## src/rtl/uart_pkg.sv

```systemverilog
`default_nettype none
// ============================================================================
// Module   : uart_pkg
// Brief    : Shared frame layout, FIFO entry layout and deframer state encoding.
// Revision : 1.0 - initial release
// ============================================================================
package uart_pkg;

  localparam int FRAME_W    = 11;
  localparam int START_BIT  = 0;
  localparam int DATA_LSB   = 1;
  localparam int DATA_MSB   = 8;
  localparam int PARITY_BIT = 9;
  localparam int STOP_BIT   = 10;

  // FIFO entry: {parity_err, frame_err, data[7:0]}
  localparam int ENTRY_W    = 10;
  localparam int ENTRY_FERR = 8;
  localparam int ENTRY_PERR = 9;

  typedef enum logic [1:0] {
    IDLE  = 2'd0,
    CHECK = 2'd1,
    PUSH  = 2'd2
  } deframe_state_t;

endpackage
`default_nettype wire

```

## src/rtl/uart_rx_fifo.sv

```systemverilog
`default_nettype none
// ============================================================================
// Module   : uart_rx_fifo
// Brief    : Synchronous FIFO with full/empty flags; a write is accepted when
//            full if a read happens in the same cycle.
// Revision : 1.0 - initial release
// ============================================================================
module uart_rx_fifo #(
  parameter int WIDTH = 10,
  parameter int DEPTH = 4
) (
  input  logic             clk,
  input  logic             rst,
  input  logic             i_wr_en,
  input  logic [WIDTH-1:0] i_wr_data,
  input  logic             i_rd_en,
  output logic [WIDTH-1:0] o_rd_data,
  output logic             o_full,
  output logic             o_empty
);

  localparam int PTR_W = $clog2(DEPTH);
  localparam logic [PTR_W:0] c_full_cnt = (PTR_W+1)'(DEPTH);

  logic [WIDTH-1:0] r_mem [DEPTH];
  logic [PTR_W-1:0] r_wptr;
  logic [PTR_W-1:0] r_rptr;
  logic [PTR_W:0]   r_count;
  logic             w_do_rd;
  logic             w_do_wr;

  assign o_empty   = (r_count == '0);
  assign o_full    = (r_count == c_full_cnt);
  assign w_do_rd   = i_rd_en && !o_empty;
  assign w_do_wr   = i_wr_en && (!o_full || w_do_rd);
  assign o_rd_data = r_mem[r_rptr];

  always_ff @(posedge clk) begin
    if (rst) begin
      r_wptr  <= '0;
      r_rptr  <= '0;
      r_count <= '0;
    end else begin
      if (w_do_wr) r_wptr <= r_wptr + PTR_W'(1);
      if (w_do_rd) r_rptr <= r_rptr + PTR_W'(1);
      case ({w_do_wr, w_do_rd})
        2'b10:   r_count <= r_count + (PTR_W+1)'(1);
        2'b01:   r_count <= r_count - (PTR_W+1)'(1);
        default: r_count <= r_count;
      endcase
    end
  end

  always_ff @(posedge clk) begin
    if (w_do_wr) r_mem[r_wptr] <= i_wr_data;
  end

endmodule
`default_nettype wire

```

## src/rtl/uart_deframe.sv

```systemverilog
`default_nettype none
// ============================================================================
// Module   : uart_deframe
// Brief    : Checks start/stop/parity of received UART frames and queues the
//            tagged data bytes behind a valid/ready handshake.
//            Define UART_DEFRAME_ERR_CNT_EN to add the saturating err_cnt output.
// Revision : 1.0 - initial release
// ============================================================================
module uart_deframe
  import uart_pkg::*;
#(
  parameter int FIFO_DEPTH = 4,
  parameter bit PARITY_ODD = 1'b0
) (
  input  logic               baud_clk,
  input  logic               reset,
  input  logic               recieved_flag,
  input  logic [FRAME_W-1:0] data_parll,
  output logic [7:0]         data_out,
  output logic               parity_err,
  output logic               frame_err,
  output logic               data_valid,
  input  logic               data_ready,
  output logic               overrun,
  input  logic               clear_err
`ifdef UART_DEFRAME_ERR_CNT_EN
  ,
  output logic [15:0]        err_cnt
`endif
);

  deframe_state_t     r_state;
  deframe_state_t     w_state_next;
  logic               r_flag_d;
  logic [FRAME_W-1:0] r_frame;
  logic               r_f_err;
  logic               r_p_err;
  logic               r_overrun;
  logic               w_capture;
  logic               w_push;
  logic               w_pop;
  logic               w_drop;
  logic               w_full;
  logic               w_empty;
  logic [ENTRY_W-1:0] w_wr_entry;
  logic [ENTRY_W-1:0] w_head;

  // flag_d resets high so a flag already asserted at reset release is not a new frame
  assign w_capture = recieved_flag && !r_flag_d;
  assign w_pop     = !w_empty && data_ready;
  assign w_drop    = (w_capture && (r_state != IDLE)) || (w_push && w_full && !w_pop);

  always_comb begin
    w_state_next = r_state;
    w_push       = 1'b0;
    case (r_state)
      IDLE:    if (w_capture) w_state_next = CHECK;
      CHECK:   w_state_next = PUSH;
      PUSH: begin
        w_push       = 1'b1;
        w_state_next = IDLE;
      end
      default: w_state_next = IDLE;
    endcase
  end

  always_ff @(posedge baud_clk) begin
    if (reset) begin
      r_state   <= IDLE;
      r_flag_d  <= 1'b1;
      r_frame   <= '0;
      r_f_err   <= 1'b0;
      r_p_err   <= 1'b0;
      r_overrun <= 1'b0;
    end else begin
      r_state  <= w_state_next;
      r_flag_d <= recieved_flag;
      if ((r_state == IDLE) && w_capture) r_frame <= data_parll;
      if (r_state == CHECK) begin
        r_f_err <= r_frame[START_BIT] | ~r_frame[STOP_BIT];
        r_p_err <= (^r_frame[PARITY_BIT:DATA_LSB]) ^ PARITY_ODD;
      end
      if (w_drop)         r_overrun <= 1'b1;
      else if (clear_err) r_overrun <= 1'b0;
    end
  end

  assign w_wr_entry = {r_p_err, r_f_err, r_frame[DATA_MSB:DATA_LSB]};

  uart_rx_fifo #(
    .WIDTH (ENTRY_W),
    .DEPTH (FIFO_DEPTH)
  ) u_fifo (
    .clk       (baud_clk),
    .rst       (reset),
    .i_wr_en   (w_push),
    .i_wr_data (w_wr_entry),
    .i_rd_en   (w_pop),
    .o_rd_data (w_head),
    .o_full    (w_full),
    .o_empty   (w_empty)
  );

  assign data_valid = !w_empty;
  assign data_out   = w_empty ? 8'h00 : w_head[7:0];
  assign frame_err  = !w_empty && w_head[ENTRY_FERR];
  assign parity_err = !w_empty && w_head[ENTRY_PERR];
  assign overrun    = r_overrun;

`ifdef UART_DEFRAME_ERR_CNT_EN
  logic [15:0] r_err_cnt;
  logic        w_err_ev;

  assign w_err_ev = w_push && (r_p_err || r_f_err);

  always_ff @(posedge baud_clk) begin
    if (reset) begin
      r_err_cnt <= 16'h0000;
    end else if (w_err_ev) begin
      if (clear_err)                  r_err_cnt <= 16'd1;
      else if (r_err_cnt != 16'hFFFF) r_err_cnt <= r_err_cnt + 16'd1;
    end else if (clear_err) begin
      r_err_cnt <= 16'h0000;
    end
  end

  assign err_cnt = r_err_cnt;
`endif

endmodule
`default_nettype wire

```

## config.mk

```make
export PLATFORM = sky130hd
export DESIGN_NAME = uart_deframe
export DESIGN_NICKNAME = d
export VERILOG_FILES = /design/src/rtl/uart_pkg.sv /design/src/rtl/uart_rx_fifo.sv /design/src/rtl/uart_deframe.sv
export SDC_FILE = /design/constraint.sdc
export NUM_CORES = 1
export LEC_CHECK = 0
export BUFFER_PORTS_ARGS = -buffer_cell sky130_fd_sc_hd__buf_2
export CORE_ASPECT_RATIO = 0.8
export CORE_MARGIN = 2
export CORE_UTILIZATION = 60
export DETAILED_ROUTE_END_ITERATION = 16
export PLACE_DENSITY = 0.81
export SLEW_MARGIN = 20
export SYNTH_ARGS = -nofsm -noshare
export SYNTH_HDL_FRONTEND = slang
export SYNTH_SLANG_ARGS = --single-unit
```

## constraint.sdc

```tcl
create_clock -name baud_clk -period 3.5 [get_ports baud_clk]
set_clock_uncertainty 0.1 [all_clocks]
set_input_delay 0.875 -clock baud_clk [delete_from_list [all_inputs] [get_ports baud_clk]]
set_output_delay 0.875 -clock baud_clk [all_outputs]
set_load 0.01 [all_outputs]
```

### After elaboration in Yosys (flattened, before gate mapping)

Memories as Yosys holds them, arrays and structs flattened. A register that Yosys moved wholly into a read port is not among the register bits.
Index checks and enable logic that the tools add are counted.

| storage, ports and cells | value |
|---|---|
| input port bits | 16 |
| logic and storage cells | 55 |
| register bits | 24 |
| memory bits (writable) | 40 |
| output and inout port bits | 12 |
| memories kept | 1 |

| operators by class | value |
|---|---|
| $add $sub $neg | 4 |
| reductions and logical operators | 22 |
| bitwise logic cells | 2 |
| mux-type cells | 11 |
| equal/unequal tests | 6 |

Memories:

| memory | words | bits a word | rd ports | clocked after Yosys merged registers in | write ports | line | RTL |
|---|---|---|---|---|---|---|---|
| u_fifo.r_mem | 4 | 10 | 1 | 1 | 1 | uart_rx_fifo.sv:25 | `logic [WIDTH-1:0] r_mem [DEPTH];` |

Operator list:

| cell | number |
|---|---|
| $logic_and A1 B1 Y1 | 10 |
| $reduce_xor A9 Y1 | 1 |
| $mux W8 | 1 |
| $mux W2 | 3 |
| $pmux W3 S2 | 1 |
| $reduce_bool A2 Y1 | 3 |
| $mux W1 | 5 |
| $add A2 B1 Y2 const B | 2 |
| $eq A2 B1 Y1 const B | 2 |
| $eq A2 B2 Y1 const B | 2 |
| $logic_not A1 Y1 | 4 |
| $pmux W2 S2 | 1 |
| $add A3 B1 Y3 const B | 1 |
| $eq A3 B3 Y1 const B | 1 |
| $logic_not A3 Y1 | 1 |
| $sub A3 B1 Y3 const B | 1 |
| $logic_not A2 Y1 | 1 |
| $logic_or A1 B1 Y1 | 2 |
| $ne A2 B2 Y1 const B | 1 |
| $not A1 Y1 | 1 |
| $or A1 B1 Y1 | 1 |

### Depth between registers and ports, before layout

| depth | value |
|---|---|
| word-level depth | 8 |
| gate-level depth with buffers | 9 |

### Modules after synthesis

From an unflattened synthesis, not the netlist that was laid out.

| unflattened totals | value |
|---|---|
| cell total of the unflattened synthesis | 206 |
| area total of the unflattened synthesis | 2727.6 sq um |

Modules (own cells, without submodules):

| module | area each (sq um) | cells an instance | instances | sequential area each (sq um) |
|---|---|---|---|---|
| uart_rx_fifo | 1976.9 | 111 | 1 | 1381.3 |
| uart_deframe | 750.7 | 95 | 1 | 340.3 |

### Least setup slack after synthesis

Ideal clock, no wire load.

| timing path | value |
|---|---|
| kind | input port to flip-flop |
| start | in data_ready |
| end | reg u_fifo.r_count[2] |
| stages | 9 |
| data arrival time | 2.520 ns |
| setup slack | 0.810 ns |
| cell sequence | nor4b_2 nor3b_4 inv_1 ha_1 inv_1 fa_1 xor2_1 or3_1 a21oi_1 |

| on the way | value |
|---|---|
| cells in the longest elaborated chain, start to end | 6 |
| elaborated cells on any way between the ends | 8 |
| classes of those cells | eq/ne (2); mux (1); reduce/logical (5) |

Ends and longest elaborated chain:

| what | line | RTL |
|---|---|---|
| from (decl) | uart_deframe.sv:23 | `input logic data_ready,` |
| $logic_and A1 B1 Y1 * | uart_deframe.sv:50 | `assign w_pop = !w_empty && data_ready;` |
| $logic_and A1 B1 Y1 * | uart_rx_fifo.sv:34 | `assign w_do_rd = i_rd_en && !o_empty;` |
| $logic_or A1 B1 Y1 | uart_rx_fifo.sv:35 | `assign w_do_wr = i_wr_en && (!o_full \|\| w_do_rd);` |
| $logic_and A1 B1 Y1 | uart_rx_fifo.sv:35 |  |
| $eq A2 B1 Y1 or $eq A2 B2 Y1 (tied branches) | uart_rx_fifo.sv:46 | `case ({w_do_wr, w_do_rd})` |
| $pmux W3 S2 or $reduce_bool A2 Y1 (tied branches) | -- |  |
| to (signal assigned) | uart_rx_fifo.sv:47 | `2'b10: r_count <= r_count + (PTR_W+1)'(1);` |
| to (signal assigned) | uart_rx_fifo.sv:48 | `2'b01: r_count <= r_count - (PTR_W+1)'(1);` |
| to (signal assigned) | uart_rx_fifo.sv:49 | `default: r_count <= r_count;` |
| to (decl) | uart_rx_fifo.sv:28 | `logic [PTR_W:0] r_count;` |

Every way passes the cells marked *; elsewhere a longest branch is shown, timed or not.
A chain may end at the register's enable or synchronous reset.

==> metrics.txt <==
asr flop ratio synth 0%; port buffer count 27; Area after DPL 2830 sq um; Post-synth EDFFs 40; fin crit share 83.97%; sequential fraction of the synthesis area 64.69%; via count 1481; overall global routing resource usage 19.39%; FILL cells 282; Synth top area share 45.13%; Iteration-0 DRC Markers 60; area delta synth->final 12.51%; Post-Syn Nets 213; first-pass GRT wire length 6975 um; minimum clock period 2.939 ns; die area 4988 sq um; gr ovfl total 0; fin. max-slew vios 0; Hold Violations, Final 0; vias per cell 5.215; max-cap violation count 0; I/O pins 28; Area contributors post-synth edfxtp_1 45%, dfxtp_1 20%, mux4_2 8.5%, and2_1 3.5%, nand2_1 3.4%; CTS Buf Count 9; max frequency 0.3403 GHz; post-layout power 1.452 mW; CTS root buf clkbuf_8; Max VDD drop 0.3182 mV; antenna cells 0; Critical Path RT 2.52 ns; die span in y 63.57 um; CP Max Fanout 10; WS Path Type flip-flop to primary output; Pre-Repair DR Iteration Count 4; ANT nets after route 0; Post-synth top flop edfxtp_1; final setup TNS 0 ns; status complete, no violations; deepest clock path buffer count 2; Setup Buffers After CTS 0; H-tree levels 3; net total in the final layout 244; #FFs+latches synth 66; startpoint type of the worst setup path flip-flop; Reg clk slew, reported paths 0.06 ns; largest net degree at the start of global routing 26; Core Rows 21; worst slew pin tran 0.6723 ns; # resized after CTS 0; clk_lat worst skew 0.32 ns; FF-to-FF End u_fifo.r_count[2]$_SDFFE_PP0P_; warnings from Yosys 0; RD Place Congestion 0.6983; fin area 2994 sq um; Arrival @ worst endpoint 1.96 ns; Critical Path End data_out[6]; Mapped Cells 191; wirelength, routed 4241 um; total core area 4230 sq um; layout cells sized above 1 24.67%; Die X 78.46 um; synth unique cells 32; Hold Crit Class flip-flop to flip-flop; RR Startpoint u_fifo.r_count[0]$_SDFFE_PP0P_; Pwr Density 484.9 nW/um^2; initial antenna violation count 0; RSZ-0062 raised after global routing false; Pleak 1.087 nW; CP Capture Type primary output; clock sink total 66; relative slew slack 55.12%; Post-CTS Hold Fix Bufs 0; syn avg cell area 13.93 sq um; final setup fails 0; number of remaining DRC errors 0; routed wire length per instance 14.93 um; R2R depth 9; r2r setup slk 1.08 ns; Yosys top cell by area edfxtp_1; CTS tree done; Initial Util 62.91%; Synth Cell Area 2661 sq um; number of global-route vias before repair 1493; detailed placement HPWL 2932 um
==> metal layers <==
layer  wire length, um  up-vias  GRT usage (%)
met3               212        0          7.736
met4                 0        0          5.263
met1              1873      713          23.27
met2              2154       35          32.76
li1                  -      733              -
met5                 0        -              0
==> cells by family after synthesis <==
logic type	synth area share, %
AO/OA/AOI/OAI	3.714
buffers and inverters	2.398
multiplexers	8.839
adder cells (fa/ha/maj)	3.103
AND/OR/NAND/NOR	12.84
XOR/XNOR	4.419
flip-flops	64.69
==> state kept, by name, summed over array words and instances, names as in the netlist, named ones only <==
name            count
overrun             1
r_f_err             1
r_flag_d            1
r_frame            11
r_p_err             1
r_state             2
u_fifo.r_count      3
u_fifo.r_mem       40
u_fifo.r_rptr       2
u_fifo.r_wptr       2
==> cells in the mapped netlist (2+ instances only) <==
master	instances
a21oi_1	15
dfxtp_1	26
clkbuf_1	3
nand3b_1	3
nand2_1	24
buf_2	2
o21ai_0	2
nand2b_1	2
nor2_1	12
xor2_1	5
inv_1	7
xnor2_1	4
and2_1	15
edfxtp_1	40
mux4_2	10
ha_1	5
==> critical path, stage by stage, from the launching register on <==
cell and delay (ns):
dfxtp_1 0.75, mux4_2 0.59, and2_1 0.17, buf_2 0.13
==> worst min path at each step <==
stage / from / to / slack (ns) / depth (start not counted)
floorplan: r_frame[0]$_SDFFE_PP0P_ / r_frame[0]$_SDFFE_PP0P_ / 0.34 / 2
global placement: r_frame[0]$_SDFFE_PP0P_ / r_frame[0]$_SDFFE_PP0P_ / 0.35 / 2
detailed placement: r_frame[0]$_SDFFE_PP0P_ / r_frame[0]$_SDFFE_PP0P_ / 0.36 / 2
CTS: r_frame[0]$_SDFFE_PP0P_ / r_frame[0]$_SDFFE_PP0P_ / 0.36 / 2
global route: r_frame[10]$_SDFFE_PP0P_ / r_frame[10]$_SDFFE_PP0P_ / 0.41 / 2
finish: r_frame[0]$_SDFFE_PP0P_ / r_frame[0]$_SDFFE_PP0P_ / 0.36 / 2
==> cells in the final DEF, fill, tap and decap left out <==
cell type  count
nor3b_4        1
mux2i_1        1
and2_4         1
nor4b_2        1
o21ai_0        2
inv_1          7
clkbuf_1       3
ha_1           5
xnor2_2        1
or3_1          1
clkbuf_8      10
xor2_1         5
and2_1        15
or3_4          1
clkinv_2       3
nand3_1        1
mux4_2        10
xnor3_1        1
nand3b_1       3
dfxtp_1       26
nand2b_1       2
nor2_1        12
a21oi_1       15
edfxtp_1      40
buf_2         27
a31oi_1        1
fa_1           1
o211ai_1       1
or2_2          1
xnor2_1        4
nor2b_1        1
nand2_1       24
==> power breakdown <==
group | total (mW) | leakage (nW) | switching [mW] | internal, mW
logic | 0.0852 | 0.408 | 0.0396 | 0.0456
clock network | 0.518 | 0.0872 | 0.245 | 0.273
registers | 0.848 | 0.592 | 0.0174 | 0.831
==> through the flow <==
stage	hold WS, ns	worst slack [ns]	utilization (%)	std cells
CTS	0.3642	0.5041	70.78	284
global placement	0.3466	0.6315	66.90	268
detailed placement	0.3559	0.4957	66.90	268
global route	0.4056	0.4027	70.78	284
floorplan	0.3363	0.8102	-	191
finish	0.3646	0.5611	70.78	284
==> cell type report <==
class                           instances  area, sq um  share of cell area (%)
Inverter                                7        26.28                  0.8776
Multi-Input combinational cell        111        875.8                   29.25
Tap cell                               57        71.32                   2.382
Clock buffer                           13        148.9                   4.973
Sequential cell                        66         1722                   57.50
Timing Repair Buffer                   27        135.1                   4.513
Clock inverter                          3        15.01                  0.5015
Note: power is estimated with default switching activity, not from simulation.
